--- src/rtl/stopwatch_counter.sv ---
// Stopwatch timebase: synchronises and edge-detects the buttons, divides clk down
// to a one-second tick and runs the IDLE/RUNNING/PAUSED control with a wrapping seconds count.
module stopwatch_counter #(
  parameter int unsigned TICK_DIV  = 100_000_000,
  parameter int unsigned MAX_COUNT = 5999
) (
  input  logic        clk,
  input  logic        rst_n,
  input  logic        btn_start,
  input  logic        btn_clear,
  output logic [12:0] count,
  output logic        running,
  output logic        tick,
  output logic        wrapped
);

  localparam int PW = (TICK_DIV > 2) ? $clog2(TICK_DIV) : 1;
  localparam logic [PW-1:0] PRE_LAST   = PW'(TICK_DIV - 1);
  localparam logic [12:0]   COUNT_LAST = 13'(MAX_COUNT);

  typedef enum logic [1:0] {
    IDLE    = 2'd0,
    RUNNING = 2'd1,
    PAUSED  = 2'd2
  } state_t;

  state_t        state;
  logic [PW-1:0] prescaler;
  logic [2:0]    start_sync;
  logic [2:0]    clear_sync;
  logic          start_press;
  logic          clear_press;

  // Two synchroniser stages plus a history stage; a press is the rising edge seen at stage two.
  always_ff @(posedge clk or negedge rst_n) begin
    if (!rst_n) begin
      start_sync <= 3'b000;
      clear_sync <= 3'b000;
    end else begin
      start_sync <= {start_sync[1:0], btn_start};
      clear_sync <= {clear_sync[1:0], btn_clear};
    end
  end

  assign start_press = start_sync[1] & ~start_sync[2];
  assign clear_press = clear_sync[1] & ~clear_sync[2];

  // Clear beats start beats tick; a start press on the terminal prescaler cycle swallows that tick.
  always_ff @(posedge clk or negedge rst_n) begin
    if (!rst_n) begin
      state     <= IDLE;
      prescaler <= '0;
      count     <= '0;
      running   <= 1'b0;
      tick      <= 1'b0;
      wrapped   <= 1'b0;
    end else begin
      tick <= 1'b0;
      if (clear_press) begin
        state     <= IDLE;
        running   <= 1'b0;
        prescaler <= '0;
        count     <= '0;
        wrapped   <= 1'b0;
      end else if (start_press) begin
        case (state)
          IDLE, PAUSED: begin
            state   <= RUNNING;
            running <= 1'b1;
          end
          RUNNING: begin
            state   <= PAUSED;
            running <= 1'b0;
          end
          default: begin
            state   <= IDLE;
            running <= 1'b0;
          end
        endcase
      end else if (state == RUNNING) begin
        if (prescaler == PRE_LAST) begin
          prescaler <= '0;
          tick      <= 1'b1;
          if (count >= COUNT_LAST) begin
            count   <= '0;
            wrapped <= 1'b1;
          end else begin
            count <= count + 13'd1;
          end
        end else begin
          prescaler <= prescaler + PW'(1);
        end
      end
    end
  end

endmodule

--- config.mk ---
export PLATFORM = sky130hd
export DESIGN_NAME = stopwatch_counter
export DESIGN_NICKNAME = d
export VERILOG_FILES = /design/src/rtl/stopwatch_counter.sv
export SDC_FILE = /design/constraint.sdc
export NUM_CORES = 1
export LEC_CHECK = 0
export ABC_CLOCK_PERIOD_IN_PS = 3700
export CAP_MARGIN = 20
export CORE_MARGIN = 2
export CORE_UTILIZATION = 58
export CTS_BUF_LIST = sky130_fd_sc_hd__clkbuf_4 sky130_fd_sc_hd__clkbuf_8 sky130_fd_sc_hd__clkbuf_16
export DETAILED_ROUTE_END_ITERATION = 10
export GPL_TIMING_DRIVEN = 1
export PLACE_DENSITY_LB_ADDON = 0.15
export SYNTH_ARGS = -nofsm -noshare
export SYNTH_HDL_FRONTEND = slang
export SYNTH_SLANG_ARGS = --single-unit
--- constraint.sdc ---
create_clock -name clk -period 3.7 [get_ports clk]
set_clock_uncertainty 0.15 [all_clocks]
set_input_delay 0.74 -clock clk [delete_from_list [all_inputs] [get_ports clk]]
set_output_delay 0.74 -clock clk [all_outputs]
set_load 0.02 [all_outputs]
==> flow_metrics.tcl <==
set metrics [dict create \
    place.gp.congestion 0.884 \
    timing.max_slew.rel_slack_pct 47.8 \
    top_layer "met4" \
    drt_pass1_iterations 4 \
    pwr-share-clk_pct 33.8 \
    cts_setup_buffers 0 \
    dr.first_iter.drc_count 130 \
    die_x_um 71.2 \
    layout-area-overhead-vs-synth_pct 13.4 \
    num-fill-cells 369 \
    p_int_uw 783 \
    die-area_um2 5080 \
    end_kind "flop" \
    grt_overflow_total 0 \
    timing.critical_path.cells "or4_1 -> or4_4 -> o31ai_4 -> buf_4 -> a21oi_1" \
    synth-async-reset-ratio_pct 100 \
    route.final.wire_length_um 5770 \
    net_switching_component_of_the_power_uw 264 \
    synth-seq-area-share_pct 48.7 \
    synth_enable_flop_cells 0 \
    ys_seq_elements 51 \
    post_synth_inst_count 281 \
    setup_repair_after_global_routing_missed_its_margin "no" \
    final_max_slew_viol_count 0 \
    power_frac_seq_pct 56.4 \
    route.detailed.wl_per_inst_um 16.3 \
    synthSimpleGateAreaFrac_pct 28.2 \
    adder_cell_share_of_the_synthesized_area_pct 0.954 \
    rows 24 \
    power.static_leakage_nw 1.14 \
    final.setup.tns_ns 0 \
    clock-sinks 51 \
    global_route.usage.total_pct 24.2 \
    post_synth_xor_area_fraction_pct 4.68 \
    ant_nets 0 \
    ys_dominant_reg_cell "sky130_fd_sc_hd__dfrtp_1" \
    hold_buffers 0 \
    path_clk_slew_ns 0.09 \
    cp_slowest_cell "sky130_fd_sc_hd__o31ai_4" \
    crit_arrival_ns 2.97 \
    maximum_net_fanout_on_the_critical_path 22 \
    route.met2.wl_um 2690 \
    pwr-share-comb_pct 9.8 \
    cap_viol_max_count 0 \
    hp-class "flop to flop" \
    fmax_mhz 340 \
    cts_made_buffers 5 \
    antennaDiodeCount 0 \
    detailroute.wirelength.met3_um 244 \
    layout_min_cycle_time_ns 2.94 \
    finalSetupViolations 0 \
    cts_max_level 2 \
    critical_path_required_ns 3.73 \
    hpwl_um 3890 \
    die_y_um 71.2 \
    synth_top_family_by_area "simple AND/OR/NAND/NOR gates" \
    power.share.switching_pct 25.2 \
    via_per_inst 6.20 \
    synth_cell_types 41 \
    average_size_of_a_mapped_cell_um2 9.33 \
    post_route_cells_drive_above_1_share_pct 6.95 \
    vdd_ir_drop_max_mv 0.208 \
    final_util_pct 68.3 \
    crit_path_max_incr_delay_ns 0.63 \
    muxShareOfSynthArea_pct 0.382 \
    insertion_delay_ns 0.31 \
    total_nets_after_synthesis 287 \
    number_of_global_route_vias_before_repair 2103 \
    timing_worst_slew_pin_value_ns 0.775 \
    power_density_nw_per_um2 352 \
    post_synth_instance_area_um2 2620 \
    worstPathBufferInverterCount 1 \
    portBuffers 19 \
    hold_violation_total_from_the_final_report 0 \
    grt_max_degree 31 \
    route.detailed.drc 0 \
    clock_tree_from_tritoncts "done" \
    floorplan.io_pins 20 \
    synth_warnings 0 \
    outcome "finished, final reports clean" \
    cts_buffer_depth 2 \
    cts.root.buffer_cell "sky130_fd_sc_hd__clkbuf_8" \
    worst_setup_path_start_kind "flop" \
    grt_antenna_before_repair 0 \
    critPathKind "flop to flop" \
    floorplan.core_area_um2 4350 \
    postCtsResizedCells 0 \
    placed_cells 345 \
    synth_compound_gate_area_share_pct 13.8 \
    grt_pass1_wl_um 9860 \
    final_cell_count_no_fill 354 \
    timing.final.crit_share_pct 79.5 \
    vias 2195 \
    worst_path_dominant_cell_family "simple AND/OR/NAND/NOR gates" \
    m1WireLength_um 2760 \
    initial_utilization_pct 60.2 \
    nets 307 \
]
## cells in the mapped netlist, drive strengths merged, types with 4 or more instances
cell type  count  share of area [%]
nand2         28                4.0
nor3           7                1.3
nand2b         4               0.95
a21oi         18                3.4
nor2b          4               0.95
clkbuf         9                1.3
nor2          22                3.1
inv           10                1.4
o21ai         10                1.9
o31ai          5                2.0
or3           11                2.6
or4            9                2.7
dfrtp         51                 49
xnor2         14                4.7
nand4          8                1.9
nand3         10                1.9
a31oi         16                3.8
nor4          12                2.9
## power by group through the flow
stage          sequential (mW)  clock, mW  combinational [mW]
2_1_floorplan            0.602          0              0.0591
3_3_place_gp             0.601          0              0.0978
3_5_place_dp             0.602          0               0.102
4_1_cts                  0.591      0.364               0.102
5_1_grt                  0.593      0.377               0.114
6_report                 0.591      0.354               0.102
## stage by stage
| step | power [mW] | hold WS, ns | area, um2 | setup slack, ns |
|---|---|---|---|---|
| 2_1_floorplan | 0.661 | 0.181 | 2620 | 1.27 |
| 3_3_place_gp | 0.699 | 0.184 | 2860 | 0.842 |
| 3_5_place_dp | 0.704 | 0.199 | 2860 | 0.803 |
| 4_1_cts | 1.06 | 0.209 | 2970 | 0.785 |
| 5_1_grt | 1.09 | 0.213 | 2970 | 0.651 |
| 6_report | 1.05 | 0.208 | 2970 | 0.758 |
## layer usage
metal / vias to the layer above / track usage (%)
met5: - / 0
met4: 0 / 7.55
met3: 8 / 4.50
met2: 52 / 37.9
met1: 1066 / 34.6
li1: 1069 / -
## cells by family after synthesis
kind of cell / count (synthesis)
buf+inv: 22
fa+ha+maj: 2
flops: 51
compound gates: 58
simple gates: 133
xor+xnor: 14
mux: 1
## path summary, 6_finish.rpt
check                      cells past startpoint  slack [ns]           from             to
hold reg to reg                                0        0.21  start_sync[0]  start_sync[1]
max in group asynchronous                      2        2.33          rst_n  prescaler[22]
hold / removal                                 0        0.21  start_sync[0]  start_sync[1]
min in group asynchronous                      1        0.30          rst_n   prescaler[3]
setup / recovery                               5        0.76  prescaler[17]  prescaler[25]
setup reg to reg                               5        0.76  prescaler[17]  prescaler[25]
## cell type report
type / count / area [um2] / share of cell area [%]
flip-flops and latches: 51 / 1280 / 42.9
multi-input cells: 208 / 1260 / 42.4
repair buffers: 25 / 230 / 7.74
clock buffers: 7 / 96.3 / 3.24
well taps: 52 / 65.1 / 2.19
inverters: 10 / 37.5 / 1.26
clock inverters: 1 / 7.51 / 0.253
## state kept, by name (all words and copies together), names as in the netlist
signal	cells
tick	1
running	1
clear_sync	3
count	13
prescaler	27
start_sync	3
state	2
wrapped	1
## placed cells by master (no fill, tap or decap), types with 2 or more instances in the layout
cell type / instances
sky130_fd_sc_hd__nand2b_1: 4
sky130_fd_sc_hd__a31oi_1: 16
sky130_fd_sc_hd__clkdlybuf4s50_1: 18
sky130_fd_sc_hd__inv_1: 10
sky130_fd_sc_hd__and4_1: 2
sky130_fd_sc_hd__a21oi_1: 18
sky130_fd_sc_hd__nand4_1: 8
sky130_fd_sc_hd__dfrtp_1: 51
sky130_fd_sc_hd__clkbuf_8: 7
sky130_fd_sc_hd__nor4_1: 12
sky130_fd_sc_hd__o21a_1: 3
sky130_fd_sc_hd__nor3b_1: 3
sky130_fd_sc_hd__buf_4: 6
sky130_fd_sc_hd__and3_1: 2
sky130_fd_sc_hd__o31ai_1: 4
sky130_fd_sc_hd__nor3_1: 7
sky130_fd_sc_hd__nand3_1: 10
sky130_fd_sc_hd__nand2_1: 28
sky130_fd_sc_hd__ha_1: 2
sky130_fd_sc_hd__nor2b_1: 4
sky130_fd_sc_hd__o21ai_0: 10
sky130_fd_sc_hd__nor2_1: 22
sky130_fd_sc_hd__nand3b_1: 2
sky130_fd_sc_hd__or3_1: 11
sky130_fd_sc_hd__o31a_1: 2
sky130_fd_sc_hd__or3b_2: 2
sky130_fd_sc_hd__or4_1: 8
sky130_fd_sc_hd__xnor2_1: 14
## worst reg2reg max path, delay by kind of cell, from the launching register on
kind,cells,cell delay (ns)
compound gates,2,0.72
buf+inv,1,0.39
flops,1,0.44
simple gates,2,1.11
(Power assumes the default switching activity.)
